===== src/rtl/std_mem_arbiter_pkg.sv =====
// Shared constants and the round-robin pick helper for the std_mem command arbiter.
package std_mem_arbiter_pkg;

  localparam int unsigned PORTS_DEF      = 4;
  localparam int unsigned DATA_WIDTH_DEF = 32;
  localparam int unsigned ADDR_WIDTH_DEF = 10;
  localparam int unsigned TAG_DEPTH_DEF  = 4;
  localparam int unsigned TAG_WIDTH      = $clog2(PORTS_DEF);
  localparam int unsigned MAX_PORTS      = 32;

  // First set bit of mask searching from last+1 upward, wrapping at ports; returns last if none.
  function automatic int rr_pick(input logic [MAX_PORTS-1:0] mask, input int last, input int ports);
    int idx;
    rr_pick = last;
    for (int k = MAX_PORTS; k >= 1; k--) begin
      if (k <= ports) begin
        idx = (last + k) % ports;
        if (mask[idx]) rr_pick = idx;
      end
    end
  endfunction

endpackage


===== src/rtl/std_tag_fifo.sv =====
// Circular FIFO of requester tags for outstanding reads; head is the next result's owner.
module std_tag_fifo #(
  parameter int unsigned DEPTH = 4,
  parameter int unsigned WIDTH = 2
) (
  input  logic             clk,
  input  logic             rst,
  input  logic             push_i,
  input  logic [WIDTH-1:0] push_tag_i,
  input  logic             pop_i,
  output logic             full_o,
  output logic             empty_o,
  output logic [WIDTH-1:0] head_o
);

  localparam int unsigned PTR_W = $clog2(DEPTH);
  localparam int unsigned CNT_W = PTR_W + 1;

  logic [WIDTH-1:0] slot_q [DEPTH];
  logic [PTR_W-1:0] wr_ptr_q, wr_ptr_d;
  logic [PTR_W-1:0] rd_ptr_q, rd_ptr_d;
  logic [CNT_W-1:0] count_q, count_d;
  logic             push_ok, pop_ok;

  assign full_o  = (count_q == CNT_W'(DEPTH));
  assign empty_o = (count_q == '0);
  assign head_o  = slot_q[rd_ptr_q];
  // Push is refused when full even if a pop lands in the same cycle.
  assign push_ok = push_i && !full_o;
  assign pop_ok  = pop_i && !empty_o;

  always_comb begin
    wr_ptr_d = wr_ptr_q;
    rd_ptr_d = rd_ptr_q;
    count_d  = count_q;
    if (push_ok) wr_ptr_d = wr_ptr_q + PTR_W'(1);
    if (pop_ok)  rd_ptr_d = rd_ptr_q + PTR_W'(1);
    case ({push_ok, pop_ok})
      2'b10:   count_d = count_q + CNT_W'(1);
      2'b01:   count_d = count_q - CNT_W'(1);
      default: count_d = count_q;
    endcase
  end

  always_ff @(posedge clk) begin
    if (rst) begin
      wr_ptr_q <= '0;
      rd_ptr_q <= '0;
      count_q  <= '0;
    end else begin
      wr_ptr_q <= wr_ptr_d;
      rd_ptr_q <= rd_ptr_d;
      count_q  <= count_d;
    end
  end

  always_ff @(posedge clk) begin
    if (push_ok) slot_q[wr_ptr_q] <= push_tag_i;
  end

endmodule


===== src/rtl/std_mem_arbiter.sv =====
// Round-robin sharing of one single-cycle std_mem port; read results steered back in order by tag.
module std_mem_arbiter
  import std_mem_arbiter_pkg::*;
#(
  parameter int unsigned PORTS      = PORTS_DEF,
  parameter int unsigned DATA_WIDTH = DATA_WIDTH_DEF,
  parameter int unsigned ADDR_WIDTH = ADDR_WIDTH_DEF,
  parameter int unsigned MASK_WIDTH = DATA_WIDTH / 8,
  parameter int unsigned TAG_DEPTH  = TAG_DEPTH_DEF
) (
  input  logic                          clk,
  input  logic                          rst,
  input  logic [PORTS-1:0]              req_valid,
  output logic [PORTS-1:0]              req_ready,
  input  logic [PORTS-1:0]              req_read_enable,
  input  logic [PORTS*MASK_WIDTH-1:0]   req_write_enable,
  input  logic [PORTS*ADDR_WIDTH-1:0]   req_addr,
  input  logic [PORTS*DATA_WIDTH-1:0]   req_data,
  output logic [PORTS-1:0]              rsp_valid,
  input  logic [PORTS-1:0]              rsp_ready,
  output logic [DATA_WIDTH-1:0]         rsp_data,
  output logic                          mem_cmd_valid,
  input  logic                          mem_cmd_ready,
  output logic                          mem_cmd_read_enable,
  output logic [MASK_WIDTH-1:0]         mem_cmd_write_enable,
  output logic [ADDR_WIDTH-1:0]         mem_cmd_addr,
  output logic [DATA_WIDTH-1:0]         mem_cmd_data,
  input  logic                          mem_rsp_valid,
  output logic                          mem_rsp_ready,
  input  logic [DATA_WIDTH-1:0]         mem_rsp_data
);

  localparam int unsigned TAG_W = $clog2(PORTS);

  logic [PORTS-1:0] eligible;
  logic [TAG_W-1:0] grant;
  logic [TAG_W-1:0] last_grant_q, last_grant_d;
  logic [TAG_W-1:0] held_q, held_d;
  logic             lock_q, lock_d;
  logic             tag_full, tag_empty;
  logic [TAG_W-1:0] tag_head;
  logic             cmd_fire, tag_push, tag_pop;

  // Reads are masked out while every tag is in flight; writes always compete.
  always_comb begin
    eligible = '0;
    for (int unsigned i = 0; i < PORTS; i++) begin
      eligible[i] = req_valid[i] && (!req_read_enable[i] || !tag_full);
    end
  end

  assign grant = lock_q ? held_q
                        : TAG_W'(rr_pick(MAX_PORTS'(eligible), int'(last_grant_q), int'(PORTS)));
  assign mem_cmd_valid = !rst && (lock_q || (|eligible));
  assign cmd_fire      = mem_cmd_valid && mem_cmd_ready;
  assign tag_push      = cmd_fire && mem_cmd_read_enable;

  always_comb begin
    mem_cmd_read_enable  = 1'b0;
    mem_cmd_write_enable = '0;
    mem_cmd_addr         = '0;
    mem_cmd_data         = '0;
    req_ready            = '0;
    for (int unsigned i = 0; i < PORTS; i++) begin
      if (grant == TAG_W'(i)) begin
        mem_cmd_read_enable  = req_read_enable[i];
        mem_cmd_write_enable = req_write_enable[i*MASK_WIDTH +: MASK_WIDTH];
        mem_cmd_addr         = req_addr[i*ADDR_WIDTH +: ADDR_WIDTH];
        mem_cmd_data         = req_data[i*DATA_WIDTH +: DATA_WIDTH];
        req_ready[i]         = cmd_fire;
      end
    end
  end

  // A stalled command pins the grant so its fields stay stable until accepted.
  always_comb begin
    last_grant_d = last_grant_q;
    held_d       = held_q;
    lock_d       = lock_q;
    if (cmd_fire) begin
      last_grant_d = grant;
      lock_d       = 1'b0;
    end else if (mem_cmd_valid) begin
      held_d = grant;
      lock_d = 1'b1;
    end
  end

  always_ff @(posedge clk) begin
    if (rst) begin
      last_grant_q <= TAG_W'(PORTS - 1);
      held_q       <= '0;
      lock_q       <= 1'b0;
    end else begin
      last_grant_q <= last_grant_d;
      held_q       <= held_d;
      lock_q       <= lock_d;
    end
  end

  std_tag_fifo #(
    .DEPTH (TAG_DEPTH),
    .WIDTH (TAG_W)
  ) u_tag_fifo (
    .clk        (clk),
    .rst        (rst),
    .push_i     (tag_push),
    .push_tag_i (grant),
    .pop_i      (tag_pop),
    .full_o     (tag_full),
    .empty_o    (tag_empty),
    .head_o     (tag_head)
  );

  always_comb begin
    rsp_valid = '0;
    for (int unsigned i = 0; i < PORTS; i++) begin
      rsp_valid[i] = !rst && mem_rsp_valid && !tag_empty && (tag_head == TAG_W'(i));
    end
  end

  assign rsp_data      = mem_rsp_data;
  assign mem_rsp_ready = !rst && !tag_empty && rsp_ready[tag_head];
  assign tag_pop       = mem_rsp_valid && mem_rsp_ready;

  a_rsp_has_tag: assert property (@(posedge clk) disable iff (rst) mem_rsp_valid |-> !tag_empty);

endmodule


===== config.mk =====
export PLATFORM = sky130hd
export DESIGN_NAME = std_mem_arbiter
export DESIGN_NICKNAME = d
export VERILOG_FILES = /design/src/rtl/std_mem_arbiter_pkg.sv /design/src/rtl/std_tag_fifo.sv /design/src/rtl/std_mem_arbiter.sv
export SDC_FILE = /design/constraint.sdc
export NUM_CORES = 1
export LEC_CHECK = 0
export BUFFER_PORTS_ARGS = -buffer_cell sky130_fd_sc_hd__buf_2
export CORE_AREA = 2 2 125 127
export DETAILED_ROUTE_END_ITERATION = 16
export DIE_AREA = 0 0 127 129
export SLEW_MARGIN = 30
export SYNTH_ARGS = -nofsm -noshare
export SYNTH_HDL_FRONTEND = slang
export SYNTH_SLANG_ARGS = --single-unit

===== constraint.sdc =====
create_clock -name clk -period 5.9 [get_ports clk]
set_input_delay 0.59 -clock clk [delete_from_list [all_inputs] [get_ports clk]]
set_output_delay 0.59 -clock clk [all_outputs]
set_load 0.05 [all_outputs]

Yosys cells after proc, flatten, opt, wreduce, memory -nomap -nowiden
Memories as Yosys holds them, arrays and structs flattened. A register that Yosys moved wholly into a read port is not among the register bits.
Index checks and enable logic that the tools add are counted.
{"block": "totals", "register_bits": 12, "ramBits": 8, "output_inout_bits": 89, "elab_cells": 119, "n_memories": 1}
{"name": "u_tag_fifo.slot_q", "words": 4, "width": 2, "rd": 1, "rd_clocked_by_memory_dff": 1, "wr": 1, "line_no": "std_tag_fifo.sv:19", "rtl": "logic [WIDTH-1:0] slot_q [DEPTH];"}
{"block": "classes", "add_sub_neg": 8, "order_cmp": 5, "n_eq_ne": 9, "n_mux": 44, "bitwise": 5, "n_reduce_logical": 41}
{"operator": "2-to-1 mux 32 bit", "count": 4}
{"operator": "2-to-1 mux 10 bit", "count": 4}
{"operator": "< comparator 3 x 7 -> 1 bit (second input constant)", "count": 4}
{"operator": "2-to-1 mux 1 bit", "count": 19}
{"operator": "logical AND 1 bit", "count": 18}
{"operator": "2-to-1 mux 4 bit", "count": 4}
{"operator": "2-to-1 mux 2 bit", "count": 7}
{"operator": "binary-select mux 1 bit (select 3 bit)", "count": 4}
{"operator": "equality test 2 bit (second input constant)", "count": 5}
{"operator": "OR reduction 2 bit", "count": 5}
{"operator": "adder 2 x 1 -> 2 bit (second input constant)", "count": 4}
{"operator": "logical NOT 1 bit", "count": 7}
{"operator": "equality test 2 x 1 -> 1 bit (second input constant)", "count": 3}
{"operator": "case mux 3 bit (2 select lines)", "count": 1}
{"operator": "logical OR 1 bit", "count": 5}
{"operator": "adder 2 bit (second input constant)", "count": 2}
{"operator": "AND 1 bit (first input constant)", "count": 4}
{"operator": "logical NOT 2 bit", "count": 2}
{"operator": "OR reduction 4 bit", "count": 1}
{"operator": "adder 3 x 1 -> 3 bit (second input constant)", "count": 1}
{"operator": "equality test 3 bit (second input constant)", "count": 1}
{"operator": "logical NOT 3 bit", "count": 1}
{"operator": "< comparator 2 x 3 -> 1 bit (second input constant)", "count": 1}
{"operator": "subtractor 3 x 1 -> 3 bit (second input constant)", "count": 1}
{"operator": "other kinds (4)", "count": 4}

Logic depth before layout (Yosys ltp)
Gate-level depths: netlist of run 1.
{"block": "depth", "ltp_word": 21, "ltp_mapped": 13, "mapped_depth_nobuf": 13}

Cells and area by module
Synthesis of run 1 repeated with hierarchy kept, for this count alone.
{"block": "unflattened", "hier_cells": 217, "area_unflattened_um2": 2661.3}
{"mod": "std_mem_arbiter", "instances": 1, "cells_each": 153, "area_each_um2": 1890.6, "seq_area_each_um2": 100.1}
{"mod": "std_tag_fifo", "instances": 1, "cells_each": 64, "area_each_um2": 770.7, "seq_area_each_um2": 420.4}

Least setup slack after synthesis of run 1
Ideal clock, no wire load.
{"block": "synth_path", "path_kind": "input to register", "startpoint": "input req_read_enable[0]", "endpoint": "register u_tag_fifo.count_q[2]", "arrival_ns": 3.553, "required_ns": 5.830, "path_slack_ns": 2.276, "stages": 13, "cell_sequence": "nand4bb_1 -> a221o_1 -> o311ai_1 -> o31ai_2 -> inv_2 -> mux4_2 -> o311ai_2 -> ha_1 -> inv_1 -> fa_1 -> xor2_1 -> or3_1 -> a21oi_1"}
{"block": "synth_between", "elab_chain_len": 20, "word_cells_on_any_way": 38}
{"item": "start: declaration", "line_no": "std_mem_arbiter.sv:15", "rtl": "input logic [PORTS-1:0] req_read_enable,"}
{"item": "logical NOT 1 bit", "line_no": "std_mem_arbiter.sv:48", "rtl": "eligible[i] = req_valid[i] && (!req_read_enable[i] || !tag_full);"}
{"item": "logical OR 1 bit", "line_no": "std_mem_arbiter.sv:48"}
{"item": "logical AND 1 bit", "line_no": "std_mem_arbiter.sv:48"}
{"item": "binary-select mux 1 bit (select 3 bit)", "line_no": "std_mem_arbiter_pkg.sv:18", "rtl": "if (mask[idx]) rr_pick = idx;"}
{"item": "2-to-1 mux 1 bit (implied by the code) (2 in a row)", "line_no": "std_mem_arbiter_pkg.sv:18"}
{"item": "2-to-1 mux 2 bit (4 in a row)", "line_no": "std_mem_arbiter_pkg.sv:18"}
{"item": "2-to-1 mux 2 bit", "line_no": "std_mem_arbiter.sv:52", "rtl": "assign grant = lock_q ? held_q"}
{"item": "logical NOT 2 bit", "line_no": "std_mem_arbiter.sv:65", "rtl": "if (grant == TAG_W'(i)) begin"}
{"item": "2-to-1 mux 1 bit (3 in a row)", "line_no": "std_mem_arbiter.sv:65"}
{"item": "2-to-1 mux 1 bit (*)", "line_no": "std_mem_arbiter.sv:65"}
{"item": "net mem_cmd_read_enable", "line_no": "std_mem_arbiter.sv:24", "rtl": "output logic mem_cmd_read_enable,"}
{"item": "logical AND 1 bit (*)", "line_no": "std_mem_arbiter.sv:56", "rtl": "assign tag_push = cmd_fire && mem_cmd_read_enable;"}
{"item": "logical AND 1 bit (*)", "line_no": "std_tag_fifo.sv:29", "rtl": "assign push_ok = push_i && !full_o;"}
{"item": "equality test 2 x 1 -> 1 bit / equality test 2 bit (equally long branches)", "line_no": "std_tag_fifo.sv:38", "rtl": "case ({push_ok, pop_ok})"}
{"item": "case mux 3 bit (2 select lines) / nonzero test 2 bit (equally long branches)"}
{"item": "end signal: assignment", "line_no": "std_tag_fifo.sv:53", "rtl": "count_q <= count_d;"}
{"item": "end: declaration", "line_no": "std_tag_fifo.sv:22", "rtl": "logic [CNT_W-1:0] count_q, count_d;"}
Mark *: on every way through the listed nets, which the timed path passes. The rest lies on a longest branch. The select of a mux whose other input is x is not followed.
A chain may end at the register's enable or synchronous reset.

Worst setup path in the final report of run 1
{"block": "layout_path", "startpoint": "register u_tag_fifo.count_q[0]", "endpoint": "output mem_cmd_data[25]"}
{"block": "layout_between", "elab_chain_len": 17, "word_cells_on_any_way": 35}
{"item": "equality test 3 bit (*)", "line_no": "std_tag_fifo.sv:25", "rtl": "assign full_o = (count_q == CNT_W'(DEPTH));"}
{"item": "logical NOT 1 bit (*)", "line_no": "std_mem_arbiter.sv:48"}
{"item": "logical OR 1 bit", "line_no": "std_mem_arbiter.sv:48"}
{"item": "logical AND 1 bit", "line_no": "std_mem_arbiter.sv:48"}
{"item": "binary-select mux 1 bit (select 3 bit)", "line_no": "std_mem_arbiter_pkg.sv:18"}
{"item": "2-to-1 mux 1 bit (implied by the code) (2 in a row)", "line_no": "std_mem_arbiter_pkg.sv:18"}
{"item": "2-to-1 mux 2 bit (3 in a row)", "line_no": "std_mem_arbiter_pkg.sv:18"}
{"item": "2-to-1 mux 2 bit (*)", "line_no": "std_mem_arbiter_pkg.sv:18"}
{"item": "2-to-1 mux 2 bit (*)", "line_no": "std_mem_arbiter.sv:52"}
{"item": "logical NOT 2 bit", "line_no": "std_mem_arbiter.sv:65"}
{"item": "2-to-1 mux 32 bit (3 in a row)", "line_no": "std_mem_arbiter.sv:65"}
{"item": "2-to-1 mux 32 bit (*)", "line_no": "std_mem_arbiter.sv:65"}
{"item": "end: declaration", "line_no": "std_mem_arbiter.sv:27", "rtl": "output logic [DATA_WIDTH-1:0] mem_cmd_data,"}
Every way passes the cells marked *; elsewhere a longest branch is shown, timed or not. The select of a mux whose other input is x is not followed.

==> impl_metrics.json, run 1 <==
{
  "crit_end": "mem_cmd_data[25]",
  "max_cap_viol_count": 0,
  "setup_ws_ns": 2.00,
  "relSlewSlack": 0.372,
  "top_level_ports": 321,
  "grt_usage": 0.136,
  "cts_hold_buf": 0,
  "drcViolationCount": 0,
  "power_frac_seq": 0.149,
  "power.leakage_nw": 2.21,
  "post-route-period-util": 0.662,
  "slew_viol_final": 0,
  "power.switching_mw": 0.651,
  "dp_cells": 845,
  "worst_slew_pin_slew_ns": 0.942,
  "syn_area_sq_um": 2850,
  "synth_top_family_by_area": "simple AND/OR/NAND/NOR gates",
  "tritoncts": "built",
  "cts_root_buffer": "clkbuf_16",
  "ir_drop_mv": 0.126,
  "area_growth_pct": 45.5,
  "synth_seq_cells": 22,
  "crit_path_start_kind": "register",
  "crit-reg2reg-launch": "u_tag_fifo.count_q[0]",
  "start_util": 0.190,
  "netlist.area_leader.share": 0.256,
  "die-area_sq_um": 16400,
  "yosys-mux-area-fraction": 0.0386,
  "synth_cell_type_count": 38,
  "grt_pass1_vias": 3530,
  "comb_power_share": 0.690,
  "fin_tns_setup_ns": 0,
  "cp-end-kind": "primary output",
  "reg2reg_slack_ns": 2.09,
  "status": "finished, final reports clean",
  "final_core_util": 0.277,
  "dr.first_iter.drc_count": 178,
  "period_needed_ns": 3.90,
  "switching_share": 0.552,
  "wirelength_mm": 12.1,
  "dp_hpwl_mm": 9.48,
  "grt_pass1_wl_mm": 18.1,
  "worst_hold_slack_ns": 0.469,
  "clock_latency_ns": 0.25,
  "grt_setup_unrepaired": "no",
  "cts.htree.levels": 1,
  "dieWidth_microns": 127,
  "grt.overflow.total": 0,
  "ctsResizeCount": 0,
  "synthCells": 463,
  "critPathArrivalTime_ns": 3.31,
  "drt-wirelength-per-cell_microns": 14.2,
  "grt_max_degree": 100,
  "required_ns": 5.31,
  "antenna_found_initial": 1,
  "min_path_type": "reg2reg",
  "clk_pin_slew_ns": 0.06,
  "ys_warn_count": 0,
  "dpl_cell_area_sq_um": 4030,
  "power_density_nw_per_um2": 284,
  "drive_above_1_share": 0.410,
  "r2r_end": "u_tag_fifo.count_q[2]",
  "clkSinkCount": 22,
  "dr.pass1.iters": 6,
  "postCtsSetupRepairBufs": 0,
  "portBuffers": 256,
  "cts_buffer_depth": 2,
  "setup-violations-final": 0,
  "synth_compound_area_frac": 0.148,
  "p_int_mw": 0.527,
  "yosys.area_share.simple": 0.443,
  "num_rows": 45,
  "gp_routability_congestion": 0.811,
  "vias": 3782,
  "synth-xor-area-share": 0.0123,
  "clockPowerShare": 0.161,
  "fin_area_sq_um": 4140,
  "drt-vias-per-instance": 4.45,
  "hold_violations": 0,
  "antennaDiodeCount": 0,
  "post-place-ws_ns": 1.89,
  "critPathKind": "reg2out",
  "skew_ns": 0.00188,
  "power_mw": 1.18,
  "drtAntennaViolNets": 0,
  "cts_buffers": 3,
  "final_cells": 849,
  "r2r_cells": 12,
  "die_y_microns": 129,
  "cp_max_fo": 52,
  "fmax_mhz": 256,
  "avgSynthCellArea_sq_um": 6.15,
  "crit_path_start": "u_tag_fifo.count_q[0]",
  "core_sq_um": 15000,
  "synthTopCellsByArea": "nand2_1 26%, and3_1 11%, a31oi_1 10%",
  "synth-adder-area-share": 0.0290,
  "synth_fp_nets": 701,
  "ys_seq_area_frac": 0.183,
  "final_nets": 900,
  "yosys.area.top_type": "nand2_1"
}
-- critical path, stage by stage (launching register included) --
cell and delay (ns):
dfxtp_1 0.38, nand4bb_1 0.26, and2_1 0.21, o221ai_1 0.15, and3_2 0.77, inv_2 0.61
a31oi_1 0.35, buf_2 0.30
-- layout make-up --
type / instances / area [sq um]
Sequential cell: 22 / 520
Clock inverter: 1 / 30.0
Fill cell: 1728 / 10800
Timing Repair Buffer: 258 / 1300
Clock buffer: 3 / 75.1
Inverter: 15 / 57.6
Multi-Input combinational cell: 362 / 1920
Tap cell: 188 / 235
-- per-layer routing --
| metal | wire (microns) | part of all wire | global-route usage |
|---|---|---|---|
| met1 | 5120 | 0.42 | 0.175 |
| met2 | 6020 | 0.50 | 0.240 |
| met3 | 908 | 0.075 | 0.0345 |
| met4 | 44 | 0.0036 | 0.00970 |
| met5 | 0 | 0 | 0 |
-- cells in the mapped netlist --
master / n
a211o_1: 1
a21o_1: 1
a21oi_1: 4
a221o_1: 1
a22o_1: 1
a31oi_1: 47
and2_1: 6
and3_1: 49
buf_1: 4
buf_4: 32
clkbuf_1: 28
dfxtp_1: 14
edfxtp_1: 8
fa_1: 1
ha_1: 5
inv_1: 14
inv_2: 1
mux2i_1: 2
mux4_2: 4
nand2_1: 194
nand2b_1: 5
nand3_1: 1
nand4_1: 1
nand4bb_1: 4
nor2_1: 17
nor2b_1: 1
nor3_1: 2
nor3b_1: 2
o21ai_0: 2
o221ai_1: 1
o311ai_1: 1
o311ai_2: 1
o31a_1: 1
o31ai_2: 1
o32ai_1: 1
or3_1: 1
xnor2_1: 1
xor2_1: 3
-- how the worst min path moves through the flow --
stage	startpoint	end	slack (ns)	depth (start not counted)
after global routing	held_q[0]	held_q[0]	0.49	2
after global placement	held_q[0]	held_q[0]	0.46	2
after floorplan	held_q[0]	held_q[0]	0.44	2
after detailed placement	held_q[0]	held_q[0]	0.46	2
final	held_q[0]	held_q[0]	0.47	2
after CTS	held_q[0]	held_q[0]	0.47	2
-- sequential cells by signal, indices dropped and copies added (netlist names), named ones only --
name                 cells
held_q                   2
u_tag_fifo.wr_ptr_q      2
u_tag_fifo.slot_q        8
u_tag_fifo.rd_ptr_q      2
lock_q                   1
u_tag_fifo.count_q       3
last_grant_q             2
-- layout by cell type (no fill, tap or decap), drive strengths merged, types with 2 or more instances in the layout --
| cell type | netlist | routed |
|---|---|---|
| mux4 | 4 | 4 |
| and2 | 6 | 6 |
| o21ai | 2 | 2 |
| edfxtp | 8 | 8 |
| xor2 | 3 | 3 |
| inv | 15 | 14 |
| clkbuf | 28 | 3 |
| nor3 | 2 | 2 |
| nor3b | 2 | 2 |
| and3 | 49 | 49 |
| a31oi | 47 | 47 |
| ha | 5 | 5 |
| buf | 36 | 258 |
| mux2i | 2 | 2 |
| o311ai | 2 | 2 |
| nand4bb | 4 | 4 |
| nand2b | 5 | 5 |
| nor2 | 17 | 17 |
| a21oi | 4 | 4 |
| nand2 | 194 | 194 |
| dfxtp | 14 | 14 |
-- cell families (layout without fill, tap and decap cells) --
group,count (synthesis),after routing
AND/OR/NAND/NOR,283,283
buffers and inverters,79,277
AO/OA/AOI/OAI,63,63
flip-flops,22,22
adder cells (fa/ha/maj),6,6
multiplexers,6,6
XOR/XNOR,4,4
-- power groups by stage --
stage | combinational, mW | sequential (mW) | clock [mW]
6_report | 0.812 | 0.176 | 0.189
5_1_grt | 0.875 | 0.177 | 0.199
4_1_cts | 0.820 | 0.176 | 0.193
3_5_place_dp | 0.817 | 0.179 | 0
3_3_place_gp | 0.817 | 0.179 | 0
2_1_floorplan | 0.654 | 0.177 | 0
Power figures use the tool's default switching activity.
==> run 2, diff against run 1 <==
==> constraint.sdc (replaced) <==
create_clock -name clk -period 3.9 [get_ports clk]
set_input_delay 0.39 -clock clk [delete_from_list [all_inputs] [get_ports clk]]
set_output_delay 0.39 -clock clk [all_outputs]
set_load 0.05 [all_outputs]
==> impl_metrics.json, run 2 (synthesis results as in run 1) <==
{
  "final_cell_mix": "256 x buf_2, 194 x nand2_1, 48 x and3_1, 47 x a31oi_1, 17 x nor2_1",
  "top_register": "u_tag_fifo.slot_q",
  "max_cap_viol_count": 0,
  "area_growth_pct": 47.0,
  "required_ns": 4.09,
  "clock_latency_ns": 0.26,
  "cts_buffer_depth": 2,
  "setup-violations-final": 0,
  "wirelength_mm": 12.2,
  "reg.largest.list": "u_tag_fifo.slot_q: 8 flops, u_tag_fifo.count_q: 3 flops",
  "grt_setup_unrepaired": "no",
  "slew_viol_final": 0,
  "power_frac_seq": 0.148,
  "critPathKind": "reg2reg",
  "met2_wirelength_mm": 5.82,
  "start_util": 0.190,
  "min_path_type": "in2reg",
  "cts_root_buffer": "clkbuf_16",
  "worst_hold_slack_ns": 0.359,
  "cpMaxStageDelayCell": "mux4_2",
  "die_y_microns": 129,
  "tritoncts": "built",
  "portBuffers": 256,
  "crit_chain": "nand4bb_1 > and2_1 > o311ai_1 > o31ai_4 > clkinv_2 > mux4_2 > o311ai_2 > ha_1 > inv_1 > fa_1 > xor2_1 > or3_1 > a21oi_1",
  "period_needed_ns": 3.51,
  "antenna_found_initial": 2,
  "postCtsSetupRepairBufs": 0,
  "grt_usage": 0.138,
  "gp_routability_congestion": 0.827,
  "crit-reg2reg-launch": "u_tag_fifo.count_q[1]",
  "hold_violations": 0,
  "ctsResizeCount": 0,
  "critPathArrivalTime_ns": 3.70,
  "grt_pass1_vias": 3582,
  "dieWidth_microns": 127,
  "cts.htree.levels": 1,
  "final_cells": 852,
  "clockPowerShare": 0.157,
  "min_from": "mem_cmd_ready",
  "crit_path_start_kind": "register",
  "seqCellArea_sq_um": 520,
  "power_mw": 1.80,
  "core_sq_um": 15000,
  "layout_commonest_cell": "buf_2",
  "final_nets": 903,
  "r2r_cells": 13,
  "grt.overflow.total": 0,
  "reg2reg_slack_ns": 0.39,
  "status": "finished, final reports clean",
  "drt-vias-per-instance": 4.53,
  "drcViolationCount": 0,
  "cts_hold_buf": 0,
  "dp_cells": 848,
  "grt_max_degree": 100,
  "cp-end-kind": "register",
  "drive_above_1_share": 0.413,
  "p_int_mw": 0.812,
  "worst_slew_pin_slew_ns": 0.713,
  "top_level_ports": 321,
  "holdPathEnd": "lock_q",
  "cp_max_fo": 7,
  "skew_ns": 0.00520,
  "fin_tns_setup_ns": 0,
  "top_layer_used": "met5",
  "hold_path_depth": 2,
  "r2r_end": "u_tag_fifo.count_q[2]",
  "vias": 3856,
  "fill_cells": 1718,
  "drt-wirelength-per-cell_microns": 14.4,
  "post-route-period-util": 0.900,
  "switching_share": 0.548,
  "final_core_util": 0.280,
  "largest_reg_flops": 8,
  "cts_buffers": 3,
  "met3WireLength_mm": 1.11,
  "dr.first_iter.drc_count": 168,
  "dp_hpwl_mm": 9.68,
  "comb_power_share": 0.695,
  "clkSinkCount": 22,
  "dr.pass1.iters": 6,
  "relSlewSlack": 0.525,
  "cp_slowest_stage_delay_ns": 0.52,
  "antennaDiodeCount": 0,
  "power.switching_mw": 0.985,
  "wl_met1_mm": 5.19,
  "num_rows": 45,
  "ir_drop_mv": 0.181,
  "power_density_nw_per_um2": 429,
  "drtAntennaViolNets": 0,
  "grt_pass1_wl_mm": 18.4,
  "multi_input_area_sq_um": 1920,
  "die-area_sq_um": 16400,
  "fmax_mhz": 285,
  "power.leakage_nw": 2.23,
  "clk_pin_slew_ns": 0.06
}
run 2: cell count changes in the layout (fill, tap and decap cells not counted), sizes merged:
cell,delta
buf,+3
run 2: stage by stage:
step	setup WS (ns)	cell area [sq um]
detailed placement	0.385	4080
global route	0.139	4190
CTS	0.387	4180
global placement	0.445	4080
finish	0.388	4190
floorplan	0.439	2850
run 2: area by class of cell:
class,count,area share
Sequential cell,22,0.124
Multi-Input combinational cell,362,0.459
Clock inverter,1,0.00717
Clock buffer,3,0.0179
Timing Repair Buffer,261,0.322
Inverter,15,0.0137
Tap cell,188,0.0562
run 2: per-layer routing:
metal,vias up,track usage
li1,1929,-
met1,1723,0.175
met2,188,0.237
met3,14,0.0445
met4,2,0.0175
met5,-,0
run 2: worst max-delay path by stage:
stage | depth (start not counted) | end | from
global route | 13 | u_tag_fifo.count_q[2] | u_tag_fifo.count_q[1]
CTS | 13 | u_tag_fifo.count_q[2] | u_tag_fifo.count_q[1]
finish | 13 | u_tag_fifo.count_q[2] | u_tag_fifo.count_q[1]
global placement | 14 | u_tag_fifo.count_q[2] | req_read_enable[2]
floorplan | 13 | u_tag_fifo.count_q[2] | u_tag_fifo.count_q[1]
detailed placement | 14 | u_tag_fifo.count_q[2] | req_read_enable[2]
run 2: worst max-delay path, delay by kind of cell, from the launching register on:
family | cells | cell delay [ns]
compound gates | 4 | 0.83
xor+xnor | 1 | 0.15
fa+ha+maj | 2 | 0.67
buf+inv | 2 | 0.15
flops | 1 | 0.36
mux | 1 | 0.52
simple gates | 3 | 0.75
run 2: power groups by stage:
stage / Combinational [mW] / Sequential [mW] / Clock [mW]
detailed placement: 1.26 / 0.271 / 0
CTS: 1.26 / 0.266 / 0.289
floorplan: 0.990 / 0.267 / 0
global placement: 1.26 / 0.270 / 0
global route: 1.35 / 0.268 / 0.300
finish: 1.25 / 0.266 / 0.282
